<file path="src/rtl/inst_fetch_pkg.sv">
// rtl/inst_fetch_pkg.sv - shared widths, constants and FSM encoding for the fetch stage
package inst_fetch_pkg;
    localparam int INST_ADDR_W = 32;
    localparam int INST_W      = 64;

    localparam logic                   CHIP_ENABLE      = 1'b1;
    localparam logic                   CHIP_DISABLE     = 1'b0;
    localparam logic [INST_W-1:0]      ZERO_DOUBLE_WORD = '0;
    localparam logic [INST_ADDR_W-1:0] FETCH_STRIDE     = 32'd8;

    typedef enum logic [1:0] {
        ST_IDLE  = 2'd0,
        ST_FETCH = 2'd1,
        ST_FAULT = 2'd2
    } fetch_state_t;

    // Instructions are 64-bit, so every legal fetch address is a multiple of 8.
    function automatic logic is_aligned(input logic [INST_ADDR_W-1:0] addr);
        return addr[2:0] == 3'b000;
    endfunction
endpackage

</file>
<file path="src/rtl/inst_fetch_if.sv">
// rtl/inst_fetch_if.sv - ROM port and IF/ID outputs of the fetch stage
interface inst_fetch_if;
    import inst_fetch_pkg::*;

    logic                   rom_ce;
    logic [INST_ADDR_W-1:0] rom_addr;
    logic [INST_W-1:0]      rom_inst;
    logic [INST_ADDR_W-1:0] id_pc;
    logic [INST_W-1:0]      id_inst;
    logic                   id_valid;

    modport master (
        output rom_ce, rom_addr, id_pc, id_inst, id_valid,
        input  rom_inst
    );

    modport slave (
        input  rom_ce, rom_addr, id_pc, id_inst, id_valid,
        output rom_inst
    );
endinterface

</file>
<file path="src/rtl/inst_fetch_if_id.sv">
// rtl/inst_fetch_if_id.sv - IF/ID pipeline register with bubble/hold/load controls
module if_id
    import inst_fetch_pkg::*;
(
    input  logic                   clk,
    input  logic                   rst,
    input  logic                   load,
    input  logic                   bubble,
    input  logic                   hold,
    input  logic [INST_ADDR_W-1:0] pc,
    input  logic [INST_W-1:0]      inst,
    output logic [INST_ADDR_W-1:0] id_pc,
    output logic [INST_W-1:0]      id_inst,
    output logic                   id_valid
);
    // Bubble beats hold beats load, so a redirect always clears the slot.
    always_ff @(posedge clk or negedge rst) begin
        if (!rst) begin
            id_pc    <= '0;
            id_inst  <= ZERO_DOUBLE_WORD;
            id_valid <= 1'b0;
        end else if (bubble) begin
            id_pc    <= '0;
            id_inst  <= ZERO_DOUBLE_WORD;
            id_valid <= 1'b0;
        end else if (!hold && load) begin
            id_pc    <= pc;
            id_inst  <= inst;
            id_valid <= 1'b1;
        end
    end
endmodule

</file>
<file path="src/rtl/inst_fetch.sv">
// rtl/inst_fetch.sv - PC, fetch FSM and delivered-instruction counter feeding if_id
module inst_fetch
    import inst_fetch_pkg::*;
(
    input  logic                   clk,
    input  logic                   rst,
    input  logic                   stall,
    input  logic                   flush,
    input  logic [INST_ADDR_W-1:0] new_pc,
    input  logic                   branch_flag,
    input  logic [INST_ADDR_W-1:0] branch_target_addr,
    inst_fetch_if.master           bus,
    output logic                   fetch_fault,
    output logic [31:0]            fetch_count
);
    fetch_state_t           state;
    logic [INST_ADDR_W-1:0] pc;
    logic                   active;
    logic                   take_branch;
    logic                   redirect;
    logic                   load;
    logic                   hold;
    logic [INST_ADDR_W-1:0] target;

    // Flush wins over stall and branch; a branch seen during stall is dropped.
    assign active      = (state != ST_IDLE);
    assign take_branch = (state == ST_FETCH) && !stall && branch_flag && !flush;
    assign redirect    = (active && flush) || take_branch;
    assign target      = flush ? new_pc : branch_target_addr;
    assign load        = (state == ST_FETCH) && !flush && !stall && !branch_flag;
    assign hold        = !redirect && !load;

    assign bus.rom_addr = pc;

    always_ff @(posedge clk or negedge rst) begin
        if (!rst) begin
            state       <= ST_IDLE;
            pc          <= '0;
            bus.rom_ce  <= CHIP_DISABLE;
            fetch_fault <= 1'b0;
            fetch_count <= '0;
        end else begin
            case (state)
                ST_IDLE: begin
                    state      <= ST_FETCH;
                    bus.rom_ce <= CHIP_ENABLE;
                end
                default: begin
                    if (redirect) begin
                        pc <= target;
                        if (is_aligned(target)) begin
                            state       <= ST_FETCH;
                            bus.rom_ce  <= CHIP_ENABLE;
                            fetch_fault <= 1'b0;
                        end else begin
                            state       <= ST_FAULT;
                            bus.rom_ce  <= CHIP_DISABLE;
                            fetch_fault <= 1'b1;
                        end
                    end else if (load) begin
                        pc <= pc + FETCH_STRIDE;
                        if (fetch_count != 32'hFFFF_FFFF)
                            fetch_count <= fetch_count + 32'd1;
                    end
                end
            endcase
        end
    end

    if_id u_if_id (
        .clk      (clk),
        .rst      (rst),
        .load     (load),
        .bubble   (redirect),
        .hold     (hold),
        .pc       (pc),
        .inst     (bus.rom_inst),
        .id_pc    (bus.id_pc),
        .id_inst  (bus.id_inst),
        .id_valid (bus.id_valid)
    );
endmodule

</file>
<file path="src/flat_wrapper.sv">
// flat-port wrapper written by rule: the top's interface ports become plain ports
module inst_fetch_flat import inst_fetch_pkg::*;
  (clk, rst, stall, flush, new_pc, branch_flag, branch_target_addr, fetch_fault, fetch_count, bus_rom_ce, bus_rom_addr, bus_id_pc, bus_id_inst, bus_id_valid, bus_rom_inst);
  inst_fetch_if bus_i ();
  input  logic clk;
  input  logic rst;
  input  logic stall;
  input  logic flush;
  input  logic [INST_ADDR_W-1:0] new_pc;
  input  logic branch_flag;
  input  logic [INST_ADDR_W-1:0] branch_target_addr;
  output logic fetch_fault;
  output logic [31:0] fetch_count;
  output wire logic [$bits(bus_i.rom_ce)-1:0] bus_rom_ce;
  output wire logic [$bits(bus_i.rom_addr)-1:0] bus_rom_addr;
  output wire logic [$bits(bus_i.id_pc)-1:0] bus_id_pc;
  output wire logic [$bits(bus_i.id_inst)-1:0] bus_id_inst;
  output wire logic [$bits(bus_i.id_valid)-1:0] bus_id_valid;
  input wire logic [$bits(bus_i.rom_inst)-1:0] bus_rom_inst;
  assign bus_rom_ce = bus_i.rom_ce;
  assign bus_rom_addr = bus_i.rom_addr;
  assign bus_id_pc = bus_i.id_pc;
  assign bus_id_inst = bus_i.id_inst;
  assign bus_id_valid = bus_i.id_valid;
  assign bus_i.rom_inst = bus_rom_inst;
  inst_fetch u_core (.clk(clk), .rst(rst), .stall(stall), .flush(flush), .new_pc(new_pc), .branch_flag(branch_flag), .branch_target_addr(branch_target_addr), .bus(bus_i), .fetch_fault(fetch_fault), .fetch_count(fetch_count));
endmodule
</file>
<file path="config.mk">
export PLATFORM = sky130hd
export DESIGN_NAME = inst_fetch_flat
export DESIGN_NICKNAME = d
export VERILOG_FILES = /design/src/rtl/inst_fetch_pkg.sv /design/src/rtl/inst_fetch_if.sv /design/src/rtl/inst_fetch_if_id.sv /design/src/rtl/inst_fetch.sv /design/src/flat_wrapper.sv
export SDC_FILE = /design/constraint.sdc
export NUM_CORES = 1
export LEC_CHECK = 0
export ABC_CLOCK_PERIOD_IN_PS = 6200
export CAP_MARGIN = 5
export CELL_PAD_IN_SITES_DETAIL_PLACEMENT = 1
export CELL_PAD_IN_SITES_GLOBAL_PLACEMENT = 2
export CORE_UTILIZATION = 35
export CTS_CLUSTER_SIZE = 14
export DETAILED_ROUTE_END_ITERATION = 10
export DONT_BUFFER_PORTS = 1
export PLACE_DENSITY_LB_ADDON = 0.1
export SLEW_MARGIN = 20
export SYNTH_ARGS = -nofsm -noshare
export SYNTH_HDL_FRONTEND = slang
export SYNTH_SLANG_ARGS = --single-unit
</file>
<file path="constraint.sdc">
create_clock -name clk -period 6.2 [get_ports clk]
set_input_delay 1.24 -clock clk [delete_from_list [all_inputs] [get_ports clk]]
set_output_delay 1.24 -clock clk [all_outputs]
set_load 0.005 [all_outputs]
</file>
==> impl_metrics.toml, run 1 <==
[clocking]
cts_buffer_depth = 2
htreeDepth = 4
cts_tree = "done"
clk_latency_ns = 0.43
cts.repair.resized = 0
cts.sinks = 165
hold_buffers = 0
clk_pin_slew_ns = 0.07
cts_buffers = 17
cts_setup_buffers = 0
cts_root_buffer = "clkbuf_16"

[power]
p_per_area_nw_per_um2 = 341
p_leak_nw = 3.62
p_total_mw = 2.84
ir_drop_uv = 183

[yosys]
syn_avg_cell_area_sq_um = 11.2
syn-cell-area_sq_um = 7490
ys_seq_area_frac = 0.551
synth_largest_area_cell = "dfrtp_1"
synth_cell_type_count = 54
synth_edf_count = 0
synth_seq_cells = 165
syn_nets = 805
yosysTopAreaCellShare = 0.551
yosysWarnings = 0
ys_async_sr_fraction = 1.00
synth_area_leaders = "dfrtp_1, a22o_1, mux2_2"
synth-main-ff-cell = "dfrtp_1"
netlist_instances = 670

[timing]
relSlewSlack = 0.326
rsz0062_at_grt = "no"
worstMarginPinSlew_ns = 1.00
setup_violations = 0
hold_violations = 0
slew_viol_final = 0
clock.fmax_mhz = 324
fin_skew_ns = 0.0138
finalCritPeriodShare = 0.498
fin_tns_setup_ns = 0
period_minus_slack_ns = 3.09

[placement]
dp_hpwl_mm = 15.1
gp_congestion = 0.786
post_dp_cell_area_sq_um = 7740
io_buffers = 0

[critical_path]
cp_max_fo = 16
end_kind = "flip-flop"
path_cells = "nor2_1 -> nand3_1 -> a2111oi_0 -> nand4_1 -> xnor2_1"
critPathRequiredTime_ns = 6.51
reg2reg_slack_ns = 3.40
critPathTopFamily = "simple AND/OR/NAND/NOR gates"
arrival_ns = 3.39
cp-start-kind = "primary input"
critical-path-slowest-cell = "a2111oi_0"
slowest_delay_ns = 0.85
setup.worst_path.class = "in -> reg"
path_buf_inv = 0

[hold_path]
hold_path.class = "in -> async"

[die]
die_w_um = 148
rows = 53
die_h_um = 148
start_util = 0.356
pin_count = 296
dieArea_sq_um = 22000
core_area_sq_um = 21000

[global_routing]
antenna_found_initial = 0
grt_overflow = 0
grt_pass1_wl_mm = 34.5
grtUsageTotal = 0.204
grt_pass1_vias = 5865
grt_max_degree = 166

[layout]
fillCellCount = 2273
n_antenna_cell = 0
nets = 787
final_common_cell = "dfrtp_1"
drive_gt1_frac = 0.101
fin_area_sq_um = 8340
multiInputGateArea_sq_um = 3190
area.sequential_sq_um = 4130
area_growth_syn_to_layout_pct = 11.3
most-common-layout-cells = "dfrtp_1, a22o_1, nand2_1"

[routing]
ant_nets = 0
drt-total-wl_mm = 22.3
dr.first_iter.drc_count = 202
first_pass_iters = 4
avgRoutedWirePerCell_um = 23.7
via_per_inst = 6.01
vias = 5647
drc = 0

[run_status]
status = "complete, no violations"

[job]
cap_viol_max_count = 0
## path summary, 6_finish.rpt
path                                           from                  endpoint  cells after the start
max                                           stall    u_core.fetch_count[29]                      5
min                                             rst  u_core.u_if_id.id_pc[10]                      0
max reg2reg                  u_core.fetch_count[27]     u_core.fetch_count[1]                      5
min reg2reg                u_core.u_if_id.id_pc[18]  u_core.u_if_id.id_pc[18]                      1
max in group asynchronous                       rst     u_core.fetch_count[4]                      0
min in group clk           u_core.u_if_id.id_pc[18]  u_core.u_if_id.id_pc[18]                      1
## registers in the layout (all words and copies together) (netlist names)
register and cells:
u_core.bus.rom_ce 1, u_core.fetch_fault 1, u_core.u_if_id.id_pc 32, u_core.state 2
u_core.bus.rom_addr 32, u_core.fetch_count 32, u_core.u_if_id.id_inst 64, u_core.u_if_id.id_valid 1
## worst register-to-register path, delay by kind of cell, from the launching register on
| family | cells | cell delay, ns |
|---|---|---|
| flops | 1 | 0.47 |
| mux | 1 | 0.36 |
| simple gates | 4 | 1.85 |
## where the power goes
| group | internal [mW] | switching [mW] | total [mW] | leakage [nW] |
|---|---|---|---|---|
| combinational | 0.157 | 0.218 | 0.376 | 1.15 |
| clock | 0.568 | 0.478 | 1.05 | 0.278 |
| sequential | 1.20 | 0.217 | 1.42 | 2.20 |
## routing by layer
layer	track usage	routed length, um
met4	0.0686	313
met3	0.0647	1630
met2	0.338	11100
met1	0.249	9220
met5	0	0
## synth_stat cells (3+ instances only)
library cell  count
a41oi_1           3
a31oi_1           6
buf_1             6
nor2b_1           3
nand3_1          33
a22o_1           97
xnor2_1          20
and2_1            5
nor4_1            6
and3_1           12
and4_1            4
inv_1             8
xor2_1            5
o22ai_1           3
o21ai_0          29
nor2_1           26
dfrtp_1         165
nand4_1          25
nand2_1          47
mux2i_1          19
o21ai_1           3
clkbuf_1         35
a21oi_1          24
buf_2             3
o211ai_1          4
o2bb2ai_1         3
o311ai_0          7
nor3_1           14
a2bb2oi_1         4
mux2_2           18
or4_4             3
## cell type report
cell class | count | share of cell area
clock buffers | 19 | 0.0519
well taps | 275 | 0.0413
flip-flops and latches | 165 | 0.495
inverters | 8 | 0.00360
clock inverters | 13 | 0.0162
multi-input cells | 453 | 0.383
repair buffers | 7 | 0.00871
## per-stage QoR
step           worst slack (ns)  instances  hold WS, ns  utilization
2_1_floorplan              3.42        670        0.471            -
3_3_place_gp               2.72        907        0.519        0.368
3_5_place_dp               2.67        907        0.520        0.368
4_1_cts                    3.13        939        0.485        0.395
5_1_grt                    2.89        940        0.479        0.397
6_report                   3.11        940        0.507        0.397
## logic make-up (layout without fill, tap and decap cells)
group | count (synthesis) | count (layout) | synth area share
compound gates | 198 | 198 | 0.199
simple gates | 191 | 191 | 0.138
flops | 165 | 165 | 0.551
buf+inv | 52 | 47 | 0.0266
mux | 37 | 37 | 0.0525
xor+xnor | 25 | 25 | 0.0292
fa+ha+maj | 2 | 2 | 0.00334
No activity file was read; power rests on OpenSTA's default activity.
==> inputs of run 2 (changes only) <==
- ABC_CLOCK_PERIOD_IN_PS: 6200 -> 2600
- clock period: 6.2 -> 2.6 ns (I/O delays scaled with it)
==> run 2 against run 1 <==
  * The flow now finishes with violations (negative hold slack)
  * Total power is 140% higher
  * First-iteration DRC count is 9.9% lower
  * Flip-flop and latch count unchanged
  * Sequential power increased by 140%
  * Non-clock buffer count rose by 17
  * Register-to-register slack worse by 3.1 ns
  * Clock power up 140%
  * Worst hold slack lost 0.72 ns
  * Critical path type is now reg -> reg
  * Critical endpoint is now u_core.fetch_count[19]
  * Largest cell class unchanged
  * Highest routed layer unchanged
==> impl_metrics.toml, run 2 (synthesis results as in run 1) <==
[timing]
setup_violations = 0
worstMarginPinSlew_ns = 1.02
finalCritPeriodShare = 0.868
hold_violations = 165
period_minus_slack_ns = 2.26
relSlewSlack = 0.318
clock.fmax_mhz = 443
rsz0062_at_grt = "no"
fin_tns_setup_ns = 0
holdWs_ns = -0.218
fin_skew_ns = 0.0191
slew_viol_final = 0

[critical_path]
end_kind = "flip-flop"
reg2reg_slack_ns = 0.34
critPathRequiredTime_ns = 2.92
cp_max_fo = 6
reg2reg_from = "u_core.fetch_count[14]"
setup.worst_path.class = "reg -> reg"
arrival_ns = 2.58
worst-r2r-cell-count = 5
cp-start-kind = "flip-flop"
worstReg2RegEnd = "u_core.fetch_count[19]"

[clocking]
cts_root_buffer = "clkbuf_16"
cts_buffer_depth = 2
cts_buffers = 17
clk_latency_ns = 0.44
cts_setup_buffers = 0
clk_pin_slew_ns = 0.07
htreeDepth = 4
cts.sinks = 165
cts_tree = "done"
cts.repair.resized = 0

[global_routing]
grtUsageTotal = 0.202
grt_pass1_wl_mm = 34.4
grt_max_degree = 166
antenna_found_initial = 0
grt_pass1_vias = 6019
grt_overflow = 0

[die]
pin_count = 296
rows = 53
core_area_sq_um = 21000
start_util = 0.356
die_h_um = 148
dieArea_sq_um = 22000
die_w_um = 148

[run_status]
status = "complete, but fails checks"
violations = "negative hold slack"

[placement]
dp_hpwl_mm = 15.2
io_buffers = 0
gp_congestion = 0.827

[hold_path]
hold_path.class = "in -> async"

[layout]
drive_gt1_frac = 0.126
area_growth_syn_to_layout_pct = 13.2
nets = 804
area.sequential_sq_um = 4130
largest_reg_flops = 64
most-common-layout-cells = "dfrtp_1, a22o_1, nand2_1"
final_common_cell = "dfrtp_1"
multiInputGateArea_sq_um = 3190
fillCellCount = 2247
top_register = "u_core.u_if_id.id_inst"
n_antenna_cell = 0

[routing]
avgRoutedWirePerCell_um = 22.8
drc = 0
via_per_inst = 5.96
drt-total-wl_mm = 21.9
first_pass_iters = 4
ant_nets = 0
vias = 5705
dr.first_iter.drc_count = 182

[power]
ir_drop_uv = 398
p_per_area_nw_per_um2 = 806
p_leak_nw = 3.71
p_total_mw = 6.83

[job]
cap_viol_max_count = 0
[run 2: final cells by class]
class / count / share of cell area
repair buffers: 24 / 0.0227
clock buffers: 18 / 0.0518
flip-flops and latches: 165 / 0.487
clock inverters: 14 / 0.0179
well taps: 275 / 0.0406
multi-input cells: 453 / 0.376
inverters: 8 / 0.00354
[run 2: stage by stage]
| stage | area (sq um) | std cells | setup WS [ns] | utilization | hold WS [ns] |
|---|---|---|---|---|---|
| after detailed placement | 7890 | 925 | 0.261 | 0.375 | 0.229 |
| after global placement | 7890 | 925 | 0.216 | 0.375 | 0.228 |
| after global routing | 8480 | 957 | 0.229 | 0.403 | -0.245 |
| final | 8480 | 957 | 0.343 | 0.403 | -0.218 |
| after CTS | 8480 | 957 | 0.288 | 0.403 | -0.244 |
| after floorplan | 7490 | 670 | 0.514 | - | 0.224 |
[run 2: where the power goes]
group / switching (mW) / leakage (nW) / internal [mW]
registers: 0.492 / 2.20 / 2.86
logic: 0.553 / 1.22 / 0.403
clock network: 1.21 / 0.287 / 1.31
total: 2.26 / 3.71 / 4.58
[run 2: routing by layer]
layer,vias up,track usage,share of wire
met5,-,0,0
met4,0,0.0722,0.016
met3,24,0.0653,0.075
met2,192,0.332,0.49
met1,2928,0.248,0.42
li1,2561,-,-
[run 2: worst max-delay path, cell delays in order, from the launching register on]
cell and delay (ns):
dfrtp_1 0.51, nand4_4 0.18, or4_4 0.54, or3_1 0.40, o311a_1 0.36, xor2_1 0.14
[run 2: worst max-delay path by stage]
stage / end / slack (ns) / startpoint
6_report: u_core.fetch_count[19] / 0.34 / u_core.fetch_count[14]
3_5_place_dp: u_core.fetch_count[29] / 0.26 / stall
4_1_cts: u_core.fetch_count[29] / 0.29 / u_core.state[1]
3_3_place_gp: u_core.fetch_count[25] / 0.22 / stall
2_1_floorplan: u_core.fetch_count[19] / 0.51 / u_core.fetch_count[13]
5_1_grt: u_core.bus.rom_addr[17] / 0.23 / u_core.bus.rom_addr[4]
==> inputs of run 3 (changes only) <==
- CORE_UTILIZATION: 35 -> 24
- DONT_BUFFER_PORTS: 1 -> default
==> run 3 against run 2 <==
  * The run now ends clean
  * Fmax is 0.23% higher
  * Utilization fell by 2.1 points
  * First-iteration DRC count rose by 35%
  * Via count increased by 18%
  * Clock power increased by 2%
  * Non-clock buffer count is 305 higher
  * Final cell count grew 45%
  * Critical path type unchanged
  * Critical endpoint unchanged
  * Largest cell class unchanged
  * Largest power group unchanged
  * Highest routed layer unchanged
==> impl_metrics.toml, run 3 (synthesis results as in run 1) <==
[critical_path]
cp_max_fo = 6
cp-start-kind = "flip-flop"
path_buf_inv = 0
path_cells = "nand2_1 -> or4_4 -> or3_1 -> o311a_1 -> xor2_1"
critPathTopFamily = "simple AND/OR/NAND/NOR gates"
end_kind = "flip-flop"
critPathRequiredTime_ns = 2.91
arrival_ns = 2.57
slowest_delay_ns = 0.56
setup.worst_path.class = "reg -> reg"
critical-path-slowest-cell = "or4_4"

[clocking]
cts.repair.resized = 0
cts_buffer_depth = 2
hold_buffers = 0
cts_setup_buffers = 0
cts_buffers = 17
cts_tree = "done"
cts.sinks = 165
clk_latency_ns = 0.43
cts_root_buffer = "clkbuf_16"
htreeDepth = 4
clk_pin_slew_ns = 0.08

[layout]
most-common-layout-cells = "clkdlybuf4s50_1, dfrtp_1, a22o_1"
utilization = 0.383
largest_reg_flops = 64
drive_gt1_frac = 0.0993
nets = 1109
top_register = "u_core.u_if_id.id_inst"
n_antenna_cell = 0
final_common_cell = "clkdlybuf4s50_1"
area_growth_syn_to_layout_pct = 56.7

[die]
core_area_sq_um = 30700
die_h_um = 179
start_util = 0.244
dieArea_sq_um = 31900
rows = 64
die_w_um = 179
pin_count = 296

[timing]
fin_tns_setup_ns = 0
hold_violations = 0
period_minus_slack_ns = 2.25
clock.fmax_mhz = 444
slew_viol_final = 0
rsz0062_at_grt = "no"
relSlewSlack = 0.657
worstMarginPinSlew_ns = 0.509
setup_violations = 0
fin_skew_ns = 0.0142
finalCritPeriodShare = 0.866

[power]
p_comb_frac = 0.252
p_per_area_nw_per_um2 = 663
ir_drop_uv = 430
p_sw_frac = 0.325
p_seq_frac = 0.419
p_int_mw = 5.25
p_clk_frac = 0.329
p_switching_mw = 2.53
p_leak_nw = 4.89

[routing]
ant_nets = 0
drt-total-wl_mm = 26.9
vias = 6707
first_pass_iters = 4
dr.first_iter.drc_count = 245
via_per_inst = 4.85
drc = 0
avgRoutedWirePerCell_um = 19.4

[hold_path]
hold_path.class = "in -> async"

[placement]
dp_hpwl_mm = 19.1
gp_congestion = 0.731
io_buffers = 295

[global_routing]
grt_pass1_wl_mm = 41.0
grt_max_degree = 60
antenna_found_initial = 0
grt_pass1_vias = 6886
grtUsageTotal = 0.168
grt_overflow = 0

[run_status]
status = "complete, no violations"

[job]
cap_viol_max_count = 0
run 3: layout make-up:
| type | count | area, sq um |
|---|---|---|
| well taps | 396 | 495 |
| flip-flops and latches | 165 | 4130 |
| inverters | 8 | 30.0 |
| clock buffers | 17 | 425 |
| repair buffers | 329 | 3320 |
| fillers | 3361 | 18900 |
| clock inverters | 15 | 146 |
| multi-input cells | 453 | 3190 |
run 3: final timing paths:
path / slack, ns / cells after the start / start / endpoint
min in group clk: 0.48 / 2 / u_core.u_if_id.id_valid / u_core.u_if_id.id_valid
max in group asynchronous: 1.95 / 2 / rst / u_core.u_if_id.id_inst[14]
worst max-delay path: 0.35 / 5 / u_core.fetch_count[17] / u_core.fetch_count[19]
worst min register to register: 0.48 / 2 / u_core.u_if_id.id_valid / u_core.u_if_id.id_valid
worst min-delay path: 0.02 / 1 / rst / u_core.u_if_id.id_pc[10]
worst max register to register: 0.35 / 5 / u_core.fetch_count[17] / u_core.fetch_count[19]
run 3: power by group through the flow:
stage / Clock, mW / Sequential [mW] / Combinational, mW
CTS: 2.64 / 3.27 / 2.01
floorplan: 0 / 3.24 / 0.718
global placement: 0 / 3.32 / 1.99
detailed placement: 0 / 3.32 / 2.00
finish: 2.56 / 3.26 / 1.96
global route: 2.74 / 3.33 / 2.14
run 3: metrics by stage:
step | std cells | setup WS, ns | area [sq um] | hold WS, ns | total power, mW
floorplan | 670 | 0.514 | 7490 | 0.224 | 3.95
global placement | 1351 | 0.113 | 11200 | 0.463 | 5.31
detailed placement | 1351 | 0.104 | 11200 | 0.464 | 5.32
CTS | 1383 | 0.347 | 11700 | 0.0206 | 7.92
global route | 1383 | 0.251 | 11700 | 0.0274 | 8.21
finish | 1383 | 0.348 | 11700 | 0.0183 | 7.78
run 3: per-layer routing:
metal | routed length, um | vias up | track usage | share of wire
met1 | 12200 | 3368 | 0.224 | 0.45
met4 | 317 | 0 | 0.0371 | 0.012
met5 | 0 | - | 0 | 0
met3 | 1300 | 16 | 0.0384 | 0.048
met2 | 13100 | 160 | 0.275 | 0.49
li1 | - | 3163 | - | -
